==> src/rtl/pe_col_drain.sv <==
// Column drain below the bottom PE: accumulates partial sums across passes,
// requantizes on the final pass and queues results for a valid/ready consumer.
module pe_col_drain #(
    parameter int L_WIDTH = 32,
    parameter int S_WIDTH = 8,
    parameter int ACC_LEN = 16,
    parameter int DEPTH   = 4
) (
    input  logic                       DR_clk,
    input  logic                       DR_rst,
    input  logic                       DR_clr,
    input  logic                       DR_mode,
    input  logic                       DR_en_up,
    input  logic signed [L_WIDTH-1:0]  DR_data_up,
    input  logic                       DR_first_pass,
    input  logic                       DR_last_pass,
    input  logic [4:0]                 DR_shift,
    input  logic                       DR_relu,
    output logic                       DR_out_valid,
    input  logic                       DR_out_ready,
    output logic signed [S_WIDTH-1:0]  DR_out_data,
    output logic                       DR_out_last,
    output logic                       DR_overflow,
    output logic [$clog2(ACC_LEN)-1:0] DR_idx
);

    localparam int IW = $clog2(ACC_LEN);
    localparam int AW = $clog2(DEPTH);
    localparam int CW = AW + 1;
    localparam logic [IW-1:0] IDX_MAX = IW'(ACC_LEN - 1);
    localparam logic signed [L_WIDTH-1:0] SAT_MAX = L_WIDTH'((1 << (S_WIDTH - 1)) - 1);
    localparam logic signed [L_WIDTH-1:0] SAT_MIN = ~SAT_MAX;

    logic signed [L_WIDTH-1:0] acc [ACC_LEN];
    logic [S_WIDTH-1:0]        fifo_data [DEPTH];
    logic                      fifo_last [DEPTH];
    logic [AW-1:0]             wr_ptr;
    logic [AW-1:0]             rd_ptr;
    logic [CW-1:0]             count;

    logic                      accept;
    logic                      pop;
    logic                      full;
    logic                      push;
    logic                      drop;
    logic signed [L_WIDTH-1:0] sum;
    logic signed [L_WIDTH-1:0] shifted;
    logic signed [L_WIDTH-1:0] clamped;
    logic [S_WIDTH-1:0]        result;

    always_comb begin
        accept  = DR_en_up & ~DR_mode & ~DR_clr;
        sum     = DR_first_pass ? DR_data_up : acc[DR_idx] + DR_data_up;
        shifted = sum >>> DR_shift;
        clamped = shifted;
        if (DR_relu && shifted[L_WIDTH-1]) begin
            clamped = '0;
        end
        if (clamped > SAT_MAX) begin
            clamped = SAT_MAX;
        end else if (clamped < SAT_MIN) begin
            clamped = SAT_MIN;
        end
        result = clamped[S_WIDTH-1:0];
        pop    = DR_out_valid & DR_out_ready;
        full   = (count == CW'(DEPTH));
        // a slot freed by a same-cycle pop is reused, so only a truly full FIFO drops
        push   = accept & DR_last_pass & (~full | pop);
        drop   = accept & DR_last_pass & full & ~pop;
    end

    assign DR_out_valid = (count != '0);
    assign DR_out_data  = fifo_data[rd_ptr];
    assign DR_out_last  = fifo_last[rd_ptr];

    always_ff @(posedge DR_clk or posedge DR_rst) begin
        if (DR_rst) begin
            DR_idx      <= '0;
            DR_overflow <= 1'b0;
            wr_ptr      <= '0;
            rd_ptr      <= '0;
            count       <= '0;
            for (int i = 0; i < ACC_LEN; i++) begin
                acc[i] <= '0;
            end
            for (int i = 0; i < DEPTH; i++) begin
                fifo_data[i] <= '0;
                fifo_last[i] <= 1'b0;
            end
        end else if (DR_clr) begin
            DR_idx      <= '0;
            DR_overflow <= 1'b0;
            wr_ptr      <= '0;
            rd_ptr      <= '0;
            count       <= '0;
        end else begin
            if (accept) begin
                acc[DR_idx] <= sum;
                DR_idx      <= (DR_idx == IDX_MAX) ? '0 : DR_idx + 1'b1;
            end
            if (drop) begin
                DR_overflow <= 1'b1;
            end
            if (push) begin
                fifo_data[wr_ptr] <= result;
                fifo_last[wr_ptr] <= (DR_idx == IDX_MAX);
                wr_ptr            <= wr_ptr + 1'b1;
            end
            if (pop) begin
                rd_ptr <= rd_ptr + 1'b1;
            end
            case ({push, pop})
                2'b10:   count <= count + CW'(1);
                2'b01:   count <= count - CW'(1);
                default: count <= count;
            endcase
        end
    end

endmodule

==> config.mk <==
export PLATFORM = sky130hd
export DESIGN_NAME = pe_col_drain
export DESIGN_NICKNAME = d
export VERILOG_FILES = /design/src/rtl/pe_col_drain.sv
export SDC_FILE = /design/constraint.sdc
export NUM_CORES = 2
export LEC_CHECK = 0
export ABC_AREA = 1
export BUFFER_PORTS_ARGS = -buffer_cell sky130_fd_sc_hd__buf_2
export CAP_MARGIN = 25
export CELL_PAD_IN_SITES_DETAIL_PLACEMENT = 1
export CELL_PAD_IN_SITES_GLOBAL_PLACEMENT = 2
export CORE_ASPECT_RATIO = 0.5
export CORE_MARGIN = 10
export CORE_UTILIZATION = 40
export CTS_BUF_LIST = sky130_fd_sc_hd__clkbuf_16
export DETAILED_ROUTE_END_ITERATION = 6
export PLACE_DENSITY_LB_ADDON = 0.1
export SETUP_SLACK_MARGIN = 0.4
export SYNTH_ARGS = -nofsm -noshare
export SYNTH_HDL_FRONTEND = slang
export SYNTH_SLANG_ARGS = --single-unit
==> constraint.sdc <==
create_clock -name DR_clk -period 50.7 [get_ports DR_clk]
set_clock_uncertainty 0.1 [all_clocks]
set_input_delay 5.07 -clock DR_clk [delete_from_list [all_inputs] [get_ports DR_clk]]
set_output_delay 5.07 -clock DR_clk [all_outputs]
set_load 0.01 [all_outputs]
---- Word-level counts from Yosys, hierarchy flattened ----
Cells that the tools add are included.
operators by class
  $add $sub $neg .......................... 6
  $lt $le $gt $ge ......................... 7
  eq/ne operators ......................... 4
  shift operators ......................... 1
  muxes and demuxes ....................... 33
  bitwise logic cells ..................... 15
  reductions and logical operators ........ 11
operators by type and width
  cell                   count
  $bwmux W512            1
  $mux W32               5
  $bmux W32 S4           1
  $demux W32 S4          1
  $mux W8                5
  $add A32 B32 Y32       1
  $bwmux W32             1
  $gt A32 B8 Y1 const B  1
  $lt A32 B8 Y1 const B  1
  $sshr A32 B5 Y32       1
  $bmux W8 S2            1
  $demux W8 S2           1
  $mux W4                3
  $mux W2                4
  $reduce_bool A2 Y1     4
  $and A1 B1 Y1          7
  $ge A3 B3 Y1 const B   2
  $not A2 Y3             2
  $pmux W3 S2            1
  $reduce_bool A3 Y1     2
  $ge A5 B5 Y1 const B   1
  $lt A5 B1 Y1 const B   1
  $mux W1                5
  $not A4 Y5             1
  other kinds (17)       24
storage, ports and cells
  flip-flop bits (word level) ............. 560
  input bits .............................. 46
  logic and storage cells ................. 106

---- Logic depth before layout (Yosys ltp) ----
  word-level depth ........................ 13
  mapped depth ............................ 42
  gate-level depth less buffers ........... 38

---- Least setup slack after synthesis ----
No wires, ideal clock.
  kind .................................... input-to-reg
  start point ............................. input port DR_data_up[0]
  end point ............................... register fifo_data[0] (netlist name)
  setup time .............................. 0.117 ns
  arrival time ............................ 7.767 ns
  data required time ...................... 50.483 ns
  slack ................................... 42.716 ns
  stages .................................. 28
  path buffers ............................ 0
  path through ............................ ha_1 fa_1 nand3_1 nand3_1 nand3_1 nand3_1 nand2_1 nand2_1 nand2_1 nand3_1 nand2_1 nand2_1 nand2_1 nand2_1 nand3_1 nand2_1 nand2_1 nand2_1 inv_1 nand4_1 nor2_1 nand2_1 nand2_1 nand3b_1 nand2_2 nand2_2 nand2_1 nand2_1
between the ends
  word-level cells in the longest chain between the ends .. 9
  elaborated cells between the ends (all ways) .. 10
RTL lines
  item                            line  RTL
  start: declaration              14    input logic signed [L_WIDTH-1:0] DR_data_up,
  $add A32 B32 Y32                53    sum = DR_first_pass ? DR_data_up : acc[DR_idx] + DR_data_up;
  $mux W32 *                      53
  $sshr A32 B5 Y32 *              54    shifted = sum >>> DR_shift;
  $logic_and A1 B1 Y1             56    if (DR_relu && shifted[L_WIDTH-1]) begin
  $mux W32 *                      56
  $lt A32 B8 Y1                   61    end else if (clamped < SAT_MIN) begin
  $mux W8                         61
  $mux W8 *                       59    if (clamped > SAT_MAX) begin
  $bwmux W32 *                    105   fifo_data[wr_ptr] <= result;
  end signal: indexed assignment  105
  end: declaration                35    logic [S_WIDTH-1:0] fifo_data [DEPTH];
Mark *: on every way between the ends. The rest lies on a longest branch, timed or not.
A chain may end at the register's enable or synchronous reset.

---- Worst setup path in the final report ----
  start point ............................. input port DR_data_up[0]
  end point ............................... register fifo_data[9] (netlist name)
The elaborated chain is that of the path after synthesis.

==> reports/qor.log <==
[clock_tree] Clock Latency Late Sink 650 ps
[flow_run] Maximum Capacitance Violations 0
[floorplan] die span in y 212 um
[layout] most common library cell in the layout ignoring fill and taps sky130_fd_sc_hd__nand2_1
[pwr] Seq pwr share 0.402
[pwr] switching pwr 484 uW
[yosys] fraction of the mapped netlist area in adder cells 0.0178
[setup_path] Worst EP required 51090 ps
[timing] Final Slew Violations 0
[yosys] largest family of logic cells by synthesized area simple AND/OR/NAND/NOR gates
[setup_path] Startpoint Class input pin
[layout] leading cell types in the layout, fill and taps excluded 1207 x sky130_fd_sc_hd__nand2_1, 786 x sky130_fd_sc_hd__o21ai_0, 558 x sky130_fd_sc_hd__dfrtp_1
[timing] slew at the pin closest to its max-slew limit 1060 ps
[pwr] total chip power 1.26 mW
[yosys] xor/xnor cell area share of the yosys netlist 0.00177
[pwr] Pint 779 uW
[layout] net count reported at finish 4015
[yosys] Net Count, Synth 4128
[yosys] part of the Yosys area used for sequential elements 0.473
[setup_path] slowest cell on the critical path sky130_fd_sc_hd__nand2_1
[floorplan] initial cell density of the core 0.405
[clock_tree] total of cells resized after clock tree synthesis 0
[route] wirelength, routed 112000 um
[pwr] switching share of power 0.383
[timing] post-route clock period utilization 0.179
[setup_path] arrival time worst endpoint 9440 ps
[yosys] share of flip-flops with an asynchronous set or reset after synthesis 1.00
[timing] setup repair after global routing missed its margin false
[pwr] part of the power in combinational logic 0.299
[timing] highest achievable clock rate 110 MHz
[layout] share of cells above drive strength 1 0.0648
[clock_tree] H-tree depth 2
[pwr] Worst IR Drop VDD 0.0000253 V
[route] post-detailed-route DRC marker count 0
[route] Via Count 27.7k
[setup_path] biggest cell delay along the critical path 550 ps
[layout] Filler cells 9187
[yosys] warnings from Yosys 0
[place] IO Port Bufs 60
[route] ratio of routed vias to standard cells 5.60
[timing] count of final hold-check violations 0
[yosys] EDFF count, synth 0
[yosys] area share of the largest cell type after synthesis 0.473
[floorplan] Ports 61
[route] number of DRC markers in iteration 0 2036
[yosys] Yosys top cell by area sky130_fd_sc_hd__dfrtp_1
[layout] Area growth syn-to-layout 8.50%
[clock_tree] root cell of the clock tree sky130_fd_sc_hd__clkbuf_16
[yosys] total standard cell area after synthesis 29600 sq um
[yosys] post-synthesis share of cell area spent on and, or, nand and nor gates 0.259
[global_routing] overflow left after global routing 0
[layout] Sequential Area 14000 sq um
[clock_tree] hold_buf cts 0
[pwr] LEAKAGE 15.7 nW
[setup_path] critical path class input pin to flop
[timing] final worst hold slack 376 ps
[setup_path] capturing element type of the critical path flop
[route] Antenna Violating Nets Remaining 0
[yosys] synth top area cells sky130_fd_sc_hd__dfrtp_1 47%, sky130_fd_sc_hd__nand2_1 15%, sky130_fd_sc_hd__o21ai_0 13%
[clock_tree] clk sinks 560
[yosys] most used flip-flop cell after synthesis sky130_fd_sc_hd__dfrtp_1
[clock_tree] setup fix buffers added after clock tree synthesis 0
[timing] worst rel slew slack 0.290
[place] DPL Wire Length 70800 um
[setup_path] cell repeated most along the worst path sky130_fd_sc_hd__nand2_1
[yosys] multiplexer share of the synthesized area 0.00101
[hold_path] Hold Path Class flop to flop
[pwr] power density over cell area 39.3 nW/um^2
[route] detailed-routing iteration count for the pre-antenna-repair pass 5
[setup_path] crit-path max FO 17
[yosys] synthesized-area fraction occupied by ao, oa, aoi and oai cells 0.181
[yosys] Synth Instances 4041
[timing] final-layout setup total negative slack 0 ps
[yosys] Synth cell types 42
[layout] area of the multi-input gates 13700 sq um
[global_routing] pin count of the biggest net entering global routing 148
[yosys] average instance area after synthesis 7.33 sq um
[pwr] part of the power in the clock network 0.299
[place] weighted congestion at the end of routability-driven global placement 0.883
[clock_tree] worst-case clock buffer depth 3
[clock_tree] clock slew at the register clock pins of the worst setup and hold paths 60 ps
[floorplan] Std-Cell Core Area 73200 sq um
[floorplan] Die Wd 405 um
[yosys] Synth Register Bits 560
[floorplan] Row Count 70
[global_routing] total global routing track utilization 0.258
[route] routed wire length per instance 22.7 um
[outcome] run status complete, no violations
[clock_tree] total CTS buffers 52
[timing] count of final setup violators 0
[global_routing] wire length of the first global-routing pass 173000 um
[clock_tree] clock tree from TritonCTS yes
[layout] share of the core filled with cells 0.439
[floorplan] full die area 86000 sq um
[timing] min Tclk post-route 9050 ps
[global_routing] vias in the first global route 27.9k
[global_routing] antenna violations before repair 6
==> worst max-delay path, delay by kind of cell <==
family,cells,cell delay (ps)
buffers and inverters,1,120
and+or+nand+nor,24,3470
adders and majority gates,2,760
==> area by class of cell <==
cell class,instances,share of cell area
clock buffer,53,0.0413
timing repair buffer,105,0.0229
sequential,560,0.436
antenna,5,0.000389
tap,972,0.0378
multi-input combinational,2965,0.425
inverter,244,0.0290
clock inverter,38,0.00716
==> power groups by stage <==
stage               combinational, mW  sequential [mW]  clock [mW]
global placement                0.366            0.514           0
CTS                             0.375            0.507       0.384
detailed placement              0.373            0.515           0
finish                          0.378            0.508       0.377
floorplan                       0.242            0.507           0
global route                    0.424            0.512       0.406
==> cell usage after synthesis (3+ instances only) <==
library cell	n
sky130_fd_sc_hd__clkbuf_1	248
sky130_fd_sc_hd__buf_6	3
sky130_fd_sc_hd__o21ai_1	8
sky130_fd_sc_hd__inv_1	237
sky130_fd_sc_hd__nor2_2	5
sky130_fd_sc_hd__o211ai_1	4
sky130_fd_sc_hd__ha_1	39
sky130_fd_sc_hd__mux2i_1	3
sky130_fd_sc_hd__clkinv_1	4
sky130_fd_sc_hd__buf_2	13
sky130_fd_sc_hd__nor2_1	363
sky130_fd_sc_hd__nand4_1	46
sky130_fd_sc_hd__nand3_1	199
sky130_fd_sc_hd__or2_2	23
sky130_fd_sc_hd__a31oi_1	32
sky130_fd_sc_hd__nand2_1	1207
sky130_fd_sc_hd__nand2_2	25
sky130_fd_sc_hd__dfrtp_1	560
sky130_fd_sc_hd__o22ai_1	120
sky130_fd_sc_hd__buf_1	8
sky130_fd_sc_hd__nor3_1	11
sky130_fd_sc_hd__xor2_1	6
sky130_fd_sc_hd__o21ai_0	786
sky130_fd_sc_hd__a21oi_1	62
sky130_fd_sc_hd__nand3b_1	3
sky130_fd_sc_hd__inv_2	3
==> logic make-up after synthesis <==
| family | Yosys count |
|---|---|
| simple gates | 1891 |
| xor+xnor | 6 |
| flops | 560 |
| buf+inv | 516 |
| compound gates | 1024 |
| mux | 3 |
| fa+ha+maj | 41 |
==> through the flow <==
step	area, sq um	instances	setup WS [ps]
CTS	32000	4933	41710
global placement	30400	4840	41160
global route	32100	4937	41320
detailed placement	30500	4842	41110
floorplan	29600	4041	29870
finish	32100	4942	41650
==> registers in the layout (all words and copies together) (netlist names) <==
signal / flops
acc: 512
fifo_data: 32
DR_idx: 4
fifo_last: 4
count: 3
rd_ptr: 2
wr_ptr: 2
DR_overflow: 1
==> final timing paths <==
kind	from	endpoint	slack, ps	cells past startpoint
hold / removal	fifo_data[16]	fifo_data[16]	380	2
max in group asynchronous	DR_rst	acc[139]	44000	5
min in group asynchronous	DR_rst	count[2]	4560	2
hold reg to reg	fifo_data[16]	fifo_data[16]	380	2
setup reg to reg	DR_idx[0]	fifo_data[9]	42630	32
setup / recovery	DR_data_up[0]	fifo_data[9]	41650	27
==> layer usage <==
metal  up-vias  wire length (um)  track usage
met4         0              1910       0.0511
li1      13044                 -            -
met3       136              5520       0.0386
met2       518             49400        0.405
met1     13965             55100        0.376
met5         -                 0            0
No activity file was read; power rests on OpenSTA's default activity.
